**src/rtl/mem_port_arbiter.sv**
```systemverilog
// Arbitrates the single 32-bit memory data port between a scalar path and a multi-beat vector path.
// Define ARB_SCALAR_PRIO_EN for fixed scalar priority; the default build uses round-robin on ties.
module mem_port_arbiter #(
  parameter int unsigned READ_LAT = 1,
  parameter int unsigned LANES    = 4
) (
  input  logic                  clk,
  input  logic                  reset,
  input  logic                  s_req,
  input  logic                  s_we,
  input  logic [31:0]           s_addr,
  input  logic [31:0]           s_wdata,
  output logic                  s_gnt,
  output logic                  s_rvalid,
  output logic [31:0]           s_rdata,
  input  logic                  v_req,
  input  logic                  v_we,
  input  logic [31:0]           v_addr,
  input  logic [32*LANES-1:0]   v_wdata,
  output logic                  v_gnt,
  output logic                  v_done,
  output logic [32*LANES-1:0]   v_rdata,
  output logic [31:0]           mem_addr,
  output logic [31:0]           mem_wdata,
  output logic                  mem_we,
  input  logic [31:0]           mem_rdata
);

  localparam int unsigned LaneW = (LANES > 1) ? $clog2(LANES) : 1;
  localparam int unsigned CntW  = $clog2(LANES + READ_LAT + 1);
  localparam int unsigned VecW  = 32 * LANES;

  typedef enum logic [2:0] {StIdle, StScalar, StVBeat, StVDrain, StVDone} state_e;

  state_e              state_q, state_d;
  logic [CntW-1:0]     beat_q, beat_d;
  logic [31:0]         s_addr_q, s_addr_d;
  logic [31:0]         s_wdata_q, s_wdata_d;
  logic                s_we_q, s_we_d;
  logic [29:0]         v_base_q, v_base_d;
  logic                v_we_q, v_we_d;
  logic [VecW-1:0]     v_wdata_q, v_wdata_d;
  logic [READ_LAT-1:0] s_pipe_q, s_pipe_d;
  logic [READ_LAT-1:0] v_pipe_q, v_pipe_d;
  logic [LaneW-1:0]    lane_pipe_q [READ_LAT];
  logic [LaneW-1:0]    lane_pipe_d [READ_LAT];
  logic [VecW-1:0]     v_buf_q, v_buf_d;
  logic [VecW-1:0]     v_rdata_q, v_rdata_d;

  logic             grant_s, grant_v;
  logic             s_issue, v_issue;
  logic [LaneW-1:0] lane, cap_lane;
  logic             cap_v;
  logic             unused_addr_bits;

  assign unused_addr_bits = ^v_addr[1:0];

`ifndef ARB_SCALAR_PRIO_EN
  // 1: vector won the last grant, so scalar wins the next tie.
  logic last_vec_q, last_vec_d;
`endif

  always_comb begin
    grant_s = 1'b0;
    grant_v = 1'b0;
    if (state_q == StIdle) begin
`ifdef ARB_SCALAR_PRIO_EN
      grant_s = s_req;
`else
      grant_s = s_req && (!v_req || last_vec_q);
`endif
      grant_v = v_req && !grant_s;
    end
  end

`ifndef ARB_SCALAR_PRIO_EN
  always_comb begin
    last_vec_d = last_vec_q;
    if (grant_v) begin
      last_vec_d = 1'b1;
    end else if (grant_s) begin
      last_vec_d = 1'b0;
    end
  end

  always_ff @(posedge clk or negedge reset) begin
    if (!reset) begin
      last_vec_q <= 1'b1;
    end else begin
      last_vec_q <= last_vec_d;
    end
  end
`endif

  always_comb begin
    state_d   = state_q;
    beat_d    = beat_q;
    s_addr_d  = s_addr_q;
    s_wdata_d = s_wdata_q;
    s_we_d    = s_we_q;
    v_base_d  = v_base_q;
    v_we_d    = v_we_q;
    v_wdata_d = v_wdata_q;
    unique case (state_q)
      StIdle: begin
        if (grant_s) begin
          state_d   = StScalar;
          s_addr_d  = s_addr;
          s_wdata_d = s_wdata;
          s_we_d    = s_we;
        end else if (grant_v) begin
          state_d   = StVBeat;
          beat_d    = '0;
          v_base_d  = v_addr[31:2];
          v_we_d    = v_we;
          v_wdata_d = v_wdata;
        end
      end
      StScalar: state_d = StIdle;
      StVBeat: begin
        if (beat_q == CntW'(LANES - 1)) begin
          beat_d  = '0;
          state_d = v_we_q ? StVDone : StVDrain;
        end else begin
          beat_d = beat_q + CntW'(1);
        end
      end
      StVDrain: begin
        if (beat_q == CntW'(READ_LAT - 1)) begin
          beat_d  = '0;
          state_d = StVDone;
        end else begin
          beat_d = beat_q + CntW'(1);
        end
      end
      StVDone: state_d = StIdle;
      default: state_d = StIdle;
    endcase
  end

  // Read-return tracking: one stage per cycle of memory latency.
  assign s_issue = (state_q == StScalar) && !s_we_q;
  assign v_issue = (state_q == StVBeat) && !v_we_q;
  assign lane    = beat_q[LaneW-1:0];

  always_comb begin
    s_pipe_d       = s_pipe_q;
    v_pipe_d       = v_pipe_q;
    lane_pipe_d    = lane_pipe_q;
    s_pipe_d[0]    = s_issue;
    v_pipe_d[0]    = v_issue;
    lane_pipe_d[0] = lane;
    for (int unsigned i = 1; i < READ_LAT; i++) begin
      s_pipe_d[i]    = s_pipe_q[i-1];
      v_pipe_d[i]    = v_pipe_q[i-1];
      lane_pipe_d[i] = lane_pipe_q[i-1];
    end
  end

  assign cap_v    = v_pipe_q[READ_LAT-1];
  assign cap_lane = lane_pipe_q[READ_LAT-1];

  // Lanes gather in v_buf; v_rdata changes only when the final lane lands.
  always_comb begin
    v_buf_d   = v_buf_q;
    v_rdata_d = v_rdata_q;
    if (cap_v) begin
      v_buf_d[32*cap_lane +: 32] = mem_rdata;
      if (cap_lane == LaneW'(LANES - 1)) begin
        v_rdata_d = v_buf_d;
      end
    end
  end

  always_ff @(posedge clk or negedge reset) begin
    if (!reset) begin
      state_q     <= StIdle;
      beat_q      <= '0;
      s_addr_q    <= '0;
      s_wdata_q   <= '0;
      s_we_q      <= 1'b0;
      v_base_q    <= '0;
      v_we_q      <= 1'b0;
      v_wdata_q   <= '0;
      s_pipe_q    <= '0;
      v_pipe_q    <= '0;
      lane_pipe_q <= '{default: '0};
      v_buf_q     <= '0;
      v_rdata_q   <= '0;
    end else begin
      state_q     <= state_d;
      beat_q      <= beat_d;
      s_addr_q    <= s_addr_d;
      s_wdata_q   <= s_wdata_d;
      s_we_q      <= s_we_d;
      v_base_q    <= v_base_d;
      v_we_q      <= v_we_d;
      v_wdata_q   <= v_wdata_d;
      s_pipe_q    <= s_pipe_d;
      v_pipe_q    <= v_pipe_d;
      lane_pipe_q <= lane_pipe_d;
      v_buf_q     <= v_buf_d;
      v_rdata_q   <= v_rdata_d;
    end
  end

  always_comb begin
    mem_addr  = '0;
    mem_wdata = '0;
    mem_we    = 1'b0;
    if (state_q == StScalar) begin
      mem_addr  = s_addr_q;
      mem_wdata = s_wdata_q;
      mem_we    = s_we_q;
    end else if (state_q == StVBeat) begin
      mem_addr  = {v_base_q, 2'b00} + 32'({beat_q, 2'b00});
      mem_wdata = v_wdata_q[32*lane +: 32];
      mem_we    = v_we_q;
    end
  end

  assign s_gnt    = (state_q == StScalar);
  assign v_gnt    = (state_q == StVBeat) && (beat_q == '0);
  assign v_done   = (state_q == StVDone);
  assign s_rvalid = s_pipe_q[READ_LAT-1];
  assign s_rdata  = s_rvalid ? mem_rdata : 32'h0;
  assign v_rdata  = v_rdata_q;

endmodule

```
**config.mk**
```make
export PLATFORM = sky130hd
export DESIGN_NAME = mem_port_arbiter
export DESIGN_NICKNAME = d
export VERILOG_FILES = /design/src/rtl/mem_port_arbiter.sv
export SDC_FILE = /design/constraint.sdc
export NUM_CORES = 1
export LEC_CHECK = 0
export CAP_MARGIN = 20
export CORE_ASPECT_RATIO = 0.7
export CORE_MARGIN = 2
export CORE_UTILIZATION = 45
export DETAILED_ROUTE_END_ITERATION = 12
export PLACE_DENSITY_LB_ADDON = 0.2
export SYNTH_ARGS = -nofsm -noshare
export SYNTH_HDL_FRONTEND = slang
export SYNTH_SLANG_ARGS = --single-unit
```
**constraint.sdc**
```tcl
create_clock -name clk -period 3.88 [get_ports clk]
set_clock_uncertainty 0.2 [all_clocks]
set_input_delay 0.776 -clock clk [delete_from_list [all_inputs] [get_ports clk]]
set_output_delay 0.776 -clock clk [all_outputs]
set_load 0.05 [all_outputs]
```
# Yosys cells after proc, flatten, opt, wreduce, memory -nomap -nowiden
# Cells that the tools add are included.
# classes
shifts,3
eq_ne,11
reduce_logical,19
n_mux,23
bitwise,1
add_sub_neg,3
# op_table
operator,count
32-bit two-way mux,5
128-bit bitwise mux,1
"32-bit by 34-bit variable shift with 128-bit output, first input constant",1
128-bit by 8-bit indexed part select with 32-bit output,1
32-bit by 34-bit indexed part select with 128-bit output,1
7-bit negation with 34-bit output,1
32-bit by 5-bit adder with 32-bit output,1
3-bit two-way mux,9
3-bit one-hot mux with 3 select lines,2
"3-bit by 2-bit == test with 1-bit output, second input constant",3
3-bit AND reduction,3
"2-bit inequality test, second input constant",4
3-bit logical NOT,2
1-bit two-way mux,6
1-bit logical AND,5
1-bit logical NOT,4
2-bit AND reduction,2
"3-bit by 1-bit adder with 3-bit output, second input constant",1
"3-bit by 1-bit == test with 1-bit output, second input constant",1
"3-bit == test, second input constant",1
"3-bit inequality test, second input constant",1
3-bit nonzero test,1
"2-bit == test, second input constant",1
2-bit nonzero test,1
other kinds (2),2
# word_totals
out_inout_bits,229
in_bits,262
ff_bits,491
wordCells,74

# Depth between registers and ports, before layout
# Gate-level depths: netlist (run 1).
# logic_depth
ltp_word,9
ltp_mapped,10
mapped_depth_nobuf,8

# Worst setup path after synthesis (run 1)
# No wires, ideal clock.
# synth_path
path_kind,register to output
startpoint,register beat_q[1]
endpoint,output port mem_addr[28]
t_arrival_ns,3.637
path_slack_ns,-0.733
path_stages_with_launch,11
t_required_ns,2.904
path_buffers,3
path_cell_list,dfrtp_1 -> clkbuf_1 -> clkbuf_1 -> inv_1 -> fa_1 -> nand2b_1 -> a2111o_1 -> buf_6 -> nor3_1 -> xnor2_1 -> o21ai_0
# synth_via
elab_chain_len,3
# synth_rtl
element,line_no,rtl
from (decl),36,"logic [CntW-1:0] beat_q, beat_d;"
from (signal assigned),192,beat_q <= beat_d;
32-bit by 5-bit adder with 32-bit output,216,"mem_addr = {v_base_q, 2'b00} + 32'({beat_q, 2'b00});"
32-bit two-way mux,215,end else if (state_q == StVBeat) begin
32-bit two-way mux,211,if (state_q == StScalar) begin
to (decl),23,"output logic [31:0] mem_addr,"
# Every way passes these cells.

# Worst setup path in the final report (run 1)
# layout_path
startpoint,register beat_q[0]
endpoint,output port mem_addr[30]
# The elaborated chain is that of the path after synthesis.

==> results of run 1 <==
-- power groups by stage --
stage / logic, µW / clock network, µW / registers (µW)
after global routing: 14100 / 5070 / 8790
after global placement: 13200 / 0 / 8400
after floorplan: 6720 / 0 / 10300
final: 13400 / 4730 / 8510
after CTS: 13400 / 4840 / 8490
after detailed placement: 13300 / 0 / 8540
-- logic make-up (layout without fill, tap and decap cells) --
kind of cell    after synthesis  in the layout  synth area share
simple gates                343            343           0.08800
compound gates              396            396            0.1295
mux                         258            258            0.1609
flops                       460            460            0.5678
xor+xnor                     27             27           0.01166
fa+ha+maj                    13             13          0.008392
other cells                   0             10                 0
buf+inv                     170            656           0.03375
-- flip-flops by register name (all words and copies together), names as in the netlist, 3 cells and up --
name / count
beat_q: 3
v_base_q: 30
s_wdata_q: 32
state_q: 3
v_rdata: 128
s_addr_q: 32
v_wdata_q: 128
v_buf_q: 97
-- routing by layer --
layer  wire length (µm)  global-route usage  vias to the layer above
li1                   -                   -                     6811
met1              26380              0.3492                     7615
met2              28020              0.3947                      419
met3               3348             0.05514                      105
met4               1809             0.08717                       12
met5                 85                   0                        -
-- what timing repair did --
item                                    4_1_cts  5_1_grt
buffers inserted                              3        6
gates cloned                                  0        0
resized for setup                            22       18
endpoints found under the setup margin       21       25
pin swaps                                    11       10
hold buffers                                  1        0
endpoints found under the hold margin        54        0
-- area by class of cell --
class | count | share of cell area
flip-flops and latches | 460 | 0.4106
multi-input cells | 1037 | 0.2968
repair buffers | 554 | 0.2049
clock buffers | 64 | 0.04895
well taps | 603 | 0.02690
clock inverters | 22 | 0.008790
inverters | 16 | 0.002142
diodes | 10 | 0.0008923
-- cell usage in the layout, fill, tap and decap left out, types with 5 or more instances in the layout --
| cell | synthesis | final |
|---|---|---|
| sky130_fd_sc_hd__bufinv_16 | 0 | 5 |
| sky130_fd_sc_hd__nor2_1 | 10 | 8 |
| sky130_fd_sc_hd__nand2_1 | 147 | 146 |
| sky130_fd_sc_hd__a22o_1 | 164 | 163 |
| sky130_fd_sc_hd__nor2b_1 | 99 | 99 |
| sky130_fd_sc_hd__buf_4 | 0 | 84 |
| sky130_fd_sc_hd__dfrtp_1 | 459 | 457 |
| sky130_fd_sc_hd__xnor2_2 | 0 | 5 |
| sky130_fd_sc_hd__a21oi_1 | 100 | 100 |
| sky130_fd_sc_hd__clkinv_2 | 0 | 13 |
| sky130_fd_sc_hd__clkdlybuf4s50_1 | 0 | 419 |
| sky130_fd_sc_hd__clkbuf_8 | 0 | 9 |
| sky130_fd_sc_hd__dlymetal6s2s_1 | 0 | 7 |
| sky130_fd_sc_hd__mux2_2 | 224 | 224 |
| sky130_fd_sc_hd__o21ai_1 | 0 | 7 |
| sky130_fd_sc_hd__diode_2 | 0 | 10 |
| sky130_fd_sc_hd__xor2_1 | 7 | 6 |
| sky130_fd_sc_hd__ha_1 | 12 | 10 |
| sky130_fd_sc_hd__and2_1 | 37 | 39 |
| sky130_fd_sc_hd__mux4_2 | 32 | 32 |
| sky130_fd_sc_hd__o21ai_2 | 0 | 6 |
| sky130_fd_sc_hd__xnor2_1 | 20 | 15 |
| sky130_fd_sc_hd__buf_12 | 0 | 39 |
| sky130_fd_sc_hd__clkbuf_1 | 114 | 6 |
| sky130_fd_sc_hd__clkbuf_16 | 0 | 49 |
| sky130_fd_sc_hd__o21ai_0 | 125 | 111 |
| sky130_fd_sc_hd__nor3_1 | 11 | 6 |
| sky130_fd_sc_hd__inv_1 | 16 | 15 |
| sky130_fd_sc_hd__nand4_1 | 5 | 5 |
-- per-stage QoR --
stage | instance area (µm²) | setup slack [ns]
after global routing | 28040 | -0.1788
after floorplan | 20310 | 0.02631
final | 28040 | -0.05704
after global placement | 26160 | 0.2563
after CTS | 27890 | -0.08646
after detailed placement | 26160 | 0.2410
-- path summary, 6_finish.rpt --
kind / end / slack [ns] / depth (start not counted)
max: mem_addr[30] / -0.06 / 9
min: s_rvalid$_DFF_PN0_ / 0.25 / 1
max reg2reg: v_buf_q[8]$_DFFE_PN0P_ / 1.07 / 7
min reg2reg: s_rvalid$_DFF_PN0_ / 0.25 / 1
max in group asynchronous: v_rdata[16]$_DFFE_PN0P_ / 1.94 / 3
min in group asynchronous: v_rdata[8]$_DFFE_PN0P_ / 0.53 / 2
==> flow_metrics.env, run 1 <==
export IMPL_vias_per_cell=5.409
export IMPL_yosys_area_top_type_share=0.5665
export IMPL_timing_final_ws_setup_ns=-0.05704
export IMPL_sw_frac_of_total=0.4153
export IMPL_cts_root_buf="sky130_fd_sc_hd__clkbuf_16"
export IMPL_numClockSinks=460
export IMPL_cts_tree="done"
export IMPL_multi_input_comb_area_um2=8323
export IMPL_drt_iter0_drc=1039
export IMPL_timing_critical_path_max_delay_family="compound AO/OA/AOI/OAI gates"
export IMPL_synth_seq_area_share=0.5678
export IMPL_worst_setup_path_start="beat_q[0]$_DFFE_PN0P_"
export IMPL_clk_insertion_delay_late_ns=0.55
export IMPL_timing_fmax_ghz=0.2540
export IMPL_vias=14960
export IMPL_yosysWarnings=0
export IMPL_place_hpwl_mm=41.04
export IMPL_cts_buffers=46
export IMPL_seqPwrFrac=0.320
export IMPL_drt_pass1_iter_count=8
export IMPL_grt_start_max_net_pins=226
export IMPL_failed_checks="negative setup slack"
export IMPL_nFillCells=3496
export IMPL_post_synth_cell_types=46
export IMPL_timing_rr_start="cap_lane[0]$_DFF_PN0_"
export IMPL_comb_power_share=0.503
export IMPL_synth_main_ff_cell="sky130_fd_sc_hd__dfrtp_1"
export IMPL_critical_path_required_ns=2.90
export IMPL_track_usage=0.2521
export IMPL_vdd_ir_drop_max_mv=0.5102
export IMPL_starting_density_of_the_core=0.4533
export IMPL_critical_path_slowest_cell="sky130_fd_sc_hd__a2111o_1"
export IMPL_critical_path_class="flip-flop to primary output"
export IMPL_boundaryPins=491
export IMPL_path_cells="ha_4 > inv_2 > fa_2 > nand2b_4 > a2111o_1 > nor4b_4 > xor2_2 > a22o_2 > buf_12"
export IMPL_post_synth_inst_count=1667
export IMPL_synthArstFlopShare=1.000
export IMPL_via_count_of_the_first_global_routing_pass=15160
export IMPL_number_of_standard_cell_rows_in_the_floorplan=65
export IMPL_grt_antenna_before_repair=14
export IMPL_max_cap_violations=0
export IMPL_share_clk_of_total_power=0.177
export IMPL_synth_largest_area_cell="sky130_fd_sc_hd__dfrtp_1"
export IMPL_stdcell_count=2766
export IMPL_worst_hold_slack_ns=0.2527
export IMPL_p_sw_uw=11060
export IMPL_drt_drc=0
export IMPL_cell_area_after_synthesis_um2=20280
export IMPL_port_buffer_count=488
export IMPL_startpoint_types="flip-flop"
export IMPL_post_layout_total_power_uw=26640
export IMPL_static_leakage_power_uw=0.01226
export IMPL_share_of_cells_above_drive_strength_1=0.2341
export IMPL_setup_tns_after_final_layout_ns=-0.1359
export IMPL_dieHeight_um=181.6
export IMPL_drt_wl_total_mm=59.65
export IMPL_area_growth_synth_to_final_pct=38.31
export IMPL_outcome="finished, violations left"
export IMPL_yosys_cell_count_top_type="sky130_fd_sc_hd__dfrtp_1"
export IMPL_seq_area_um2=11510
export IMPL_fin_crit_ns=3.937
export IMPL_worst_path_largest_cell_delay_ns=0.48
export IMPL_cts_htree_levels=2
export IMPL_timing_critical_path_fanout_max=5
export IMPL_yosys_register_bits=460
export IMPL_cts_max_path_bufs=3
export IMPL_worstHoldPathType="flip-flop to flip-flop"
export IMPL_power_report_internal_total_uw=15570
export IMPL_worst_hold_startpoint="s_we_q$_DFFE_PN0P_"
export IMPL_finalMaxSlewViolations=0
export IMPL_pwr_density_cell_nw_per_um2=949.9
export IMPL_hold_violations=0
export IMPL_finalSetupViolations=6
export IMPL_floorplan_die_area_um2=46800
export IMPL_placeableCoreArea_um2=44730
export IMPL_wirelength_per_cell_um=21.56
export IMPL_clk_transition_reported_paths_ns=0.06
export IMPL_synth_top_cells_by_area="sky130_fd_sc_hd__dfrtp_1 (57%), sky130_fd_sc_hd__mux2_2 (12%), sky130_fd_sc_hd__a22o_1 (7.1%), sky130_fd_sc_hd__mux4_2 (3.6%), sky130_fd_sc_hd__o21ai_0 (3.1%)"
export IMPL_tightestPinTransition_ns=0.8711
export IMPL_synth_edf_count=0
export IMPL_final_util=0.6269
export IMPL_fp_dieW_um=257.7
export IMPL_gp_weighted_congestion=0.8388
export IMPL_critical_path_arrival_ns=2.96
export IMPL_syn_area_per_cell_um2=12.16
export IMPL_slew_headroom=0.4192
export IMPL_timing_critical_path_to_type="primary output"
export IMPL_final_antenna_net_count=0
export IMPL_critical_path_n_buffers_inverters=2
export IMPL_grt_overflow_total=0
export IMPL_post_place_cells=2660
export IMPL_grt_first_pass_wirelength_mm=91.55
export IMPL_grt_setup_unrepaired="true"
export IMPL_post_route_period_util=1.015
export IMPL_syn_nets=1942
export IMPL_layout_nets=2390
export IMPL_yosys_top_cells_count="sky130_fd_sc_hd__dfrtp_1 (459), sky130_fd_sc_hd__mux2_2 (224), sky130_fd_sc_hd__a22o_1 (164)"
Note: power is estimated with default switching activity, not from simulation.
==> run 2, diff against run 1 <==
--- a/config.mk
+++ b/config.mk
@@ -7,7 +7,7 @@
 export LEC_CHECK = 0
 export CAP_MARGIN = 20
 export CORE_ASPECT_RATIO = 0.7
-export CORE_MARGIN = 2
+export CORE_MARGIN = 4
 export CORE_UTILIZATION = 45
 export DETAILED_ROUTE_END_ITERATION = 12
 export PLACE_DENSITY_LB_ADDON = 0.2
==> run 2 against run 1 <==
Against the previous run:
- the flow still finishes with violations (negative setup slack)
- clock power shrank 7.0%
- global-route usage fell by 0.36 points
- sequential share of layout area shrank 0.14 points
- via count is 1.3% higher
- final area rose by 0.35%
- setup slack worse by 0.054 ns
- critical path type unchanged
- largest cell class unchanged
==> flow_metrics.env, run 2 (same netlist as run 1, synthesis figures left out) <==
export IMPL_wirelength_per_cell_um=22.22
export IMPL_floorplan_die_area_um2=48570
export IMPL_drt_pass1_iter_count=5
export IMPL_critical_path_depth=9
export IMPL_placement_setup_worst_slack_ns=0.2152
export IMPL_track_usage=0.2485
export IMPL_gp_weighted_congestion=0.8532
export IMPL_multi_input_comb_area_um2=8356
export IMPL_finalSetupViolations=5
export IMPL_grt_antenna_before_repair=13
export IMPL_tightestPinTransition_ns=0.9016
export IMPL_outcome="finished, violations left"
export IMPL_clk_insertion_delay_late_ns=0.55
export IMPL_clk_transition_reported_paths_ns=0.07
export IMPL_drt_drc=0
export IMPL_critical_path_n_buffers_inverters=2
export IMPL_timing_critical_path_to_type="primary output"
export IMPL_layout_cells_most_common="sky130_fd_sc_hd__dfrtp_1"
export IMPL_finalMaxSlewViolations=0
export IMPL_timing_fmax_ghz=0.2506
export IMPL_worstHoldPathType="input pin to asynchronous set/reset pin"
export IMPL_layout_common_cells="sky130_fd_sc_hd__dfrtp_1 (457), sky130_fd_sc_hd__clkdlybuf4s50_1 (423), sky130_fd_sc_hd__mux2_2 (224), sky130_fd_sc_hd__a22o_1 (163), sky130_fd_sc_hd__nand2_1 (146)"
export IMPL_critical_path_arrival_ns=3.01
export IMPL_hold_buffers=0
export IMPL_post_route_period_util=1.029
export IMPL_area_growth_synth_to_final_pct=38.79
export IMPL_hold_violations=0
export IMPL_boundaryPins=491
export IMPL_critical_path_class="flip-flop to primary output"
export IMPL_grt_start_max_net_pins=98
export IMPL_layout_nets=2399
export IMPL_final_antenna_net_count=0
export IMPL_share_of_cells_above_drive_strength_1=0.2377
export IMPL_numClockSinks=460
export IMPL_pwr_density_cell_nw_per_um2=947.8
export IMPL_layout_cell_area_non_filler_um2=28140
export IMPL_worst_path_largest_cell_delay_ns=0.49
export IMPL_startpoint_types="flip-flop"
export IMPL_vias=15150
export IMPL_path_cells="ha_4 > inv_2 > fa_2 > nand2b_4 > a2111o_1 > nor4b_4 > xor2_2 > a22o_2 > buf_12"
export IMPL_slew_headroom=0.3989
export IMPL_placeableCoreArea_um2=44120
export IMPL_timing_final_ws_setup_ns=-0.1109
export IMPL_failed_checks="negative setup slack"
export IMPL_port_buffer_count=488
export IMPL_cts_max_path_bufs=3
export IMPL_grt_overflow_total=0
export IMPL_cts_buffers=46
export IMPL_critical_path_required_ns=2.90
export IMPL_grt_setup_unrepaired="true"
export IMPL_cts_tree="done"
export IMPL_timing_critical_path_fanout_max=5
export IMPL_vdd_ir_drop_max_mv=0.5262
export IMPL_timing_critical_path_max_delay_family="compound AO/OA/AOI/OAI gates"
export IMPL_drt_iter0_drc=940
export IMPL_starting_density_of_the_core=0.4595
export IMPL_detailed_place_area_um2=26410
export IMPL_nFillCells=3349
export IMPL_seq_area_um2=11510
export IMPL_worst_r2r_cell_count=7
export IMPL_vias_per_cell=5.489
export IMPL_cts_root_buf="sky130_fd_sc_hd__clkbuf_16"
export IMPL_place_hpwl_mm=42.82
export IMPL_drt_wl_total_mm=61.32
export IMPL_fin_crit_ns=3.991
export IMPL_number_of_standard_cell_rows_in_the_floorplan=64
export IMPL_fp_dieW_um=261.7
export IMPL_grt_first_pass_wirelength_mm=93.62
export IMPL_critical_path_slowest_cell="sky130_fd_sc_hd__a2111o_1"
export IMPL_setup_tns_after_final_layout_ns=-0.4315
export IMPL_via_count_of_the_first_global_routing_pass=15710
export IMPL_cts_htree_levels=2
export IMPL_static_leakage_power_uw=0.01222
export IMPL_dieHeight_um=185.6
export IMPL_max_cap_violations=0
## run 2: layout make-up
class                      instances  area share
timing repair buffer             563      0.2120
clock buffer                      59     0.04513
antenna                           12    0.001067
tap                              594     0.02641
inverter                          16    0.002134
clock inverter                    19    0.007203
sequential                       460      0.4092
multi-input combinational       1037      0.2969
## run 2: layer usage
layer	vias to the layer above	track usage	wire, µm	part of all wire
li1	6841	-	-	-
met1	7691	0.3355	25560	0.42
met2	488	0.3941	29110	0.47
met3	123	0.05698	4062	0.066
met4	8	0.09880	2535	0.041
met5	-	0	48	0.00078
## run 2: repair_timing
item,4_1_cts,5_1_grt
pin swaps,14,9
hold endpoints to repair,0,0
setup endpoints to repair,15,17
gates resized for setup,31,6
buffers inserted,5,1
## run 2: worst paths after layout
check	to	startpoint	slack, ns
max	mem_addr[30]	beat_q[0]$_DFFE_PN0P_	-0.11
min	v_rdata[117]$_DFFE_PN0P_	reset	0.02
max reg2reg	v_buf_q[70]$_DFFE_PN0P_	cap_lane[0]$_DFF_PN0_	1.09
min reg2reg	last_vec_q$_DFFE_PN1P_	last_vec_q$_DFFE_PN1P_	0.27
max in group asynchronous	v_wdata_q[103]$_DFFE_PN0P_	reset	2.39
min in group clk	last_vec_q$_DFFE_PN1P_	last_vec_q$_DFFE_PN1P_	0.27
## run 2: where the power goes
group          total [µW]  switching, µW  internal (µW)
clock                4400           1890           2510
sequential           8510           1390           7120
combinational       13800           7880           5880
## run 2: metrics by stage
stage                     power [µW]  std cells  utilization  hold slack, ns
after floorplan                17050       1667            -          0.2006
after global placement         21930       2664       0.5987          0.2523
after detailed placement       22280       2664       0.5987          0.2581
after CTS                      26830       2747       0.6361          0.1009
after global routing           28050       2756       0.6376         0.06647
final                          26670       2760       0.6378         0.02181
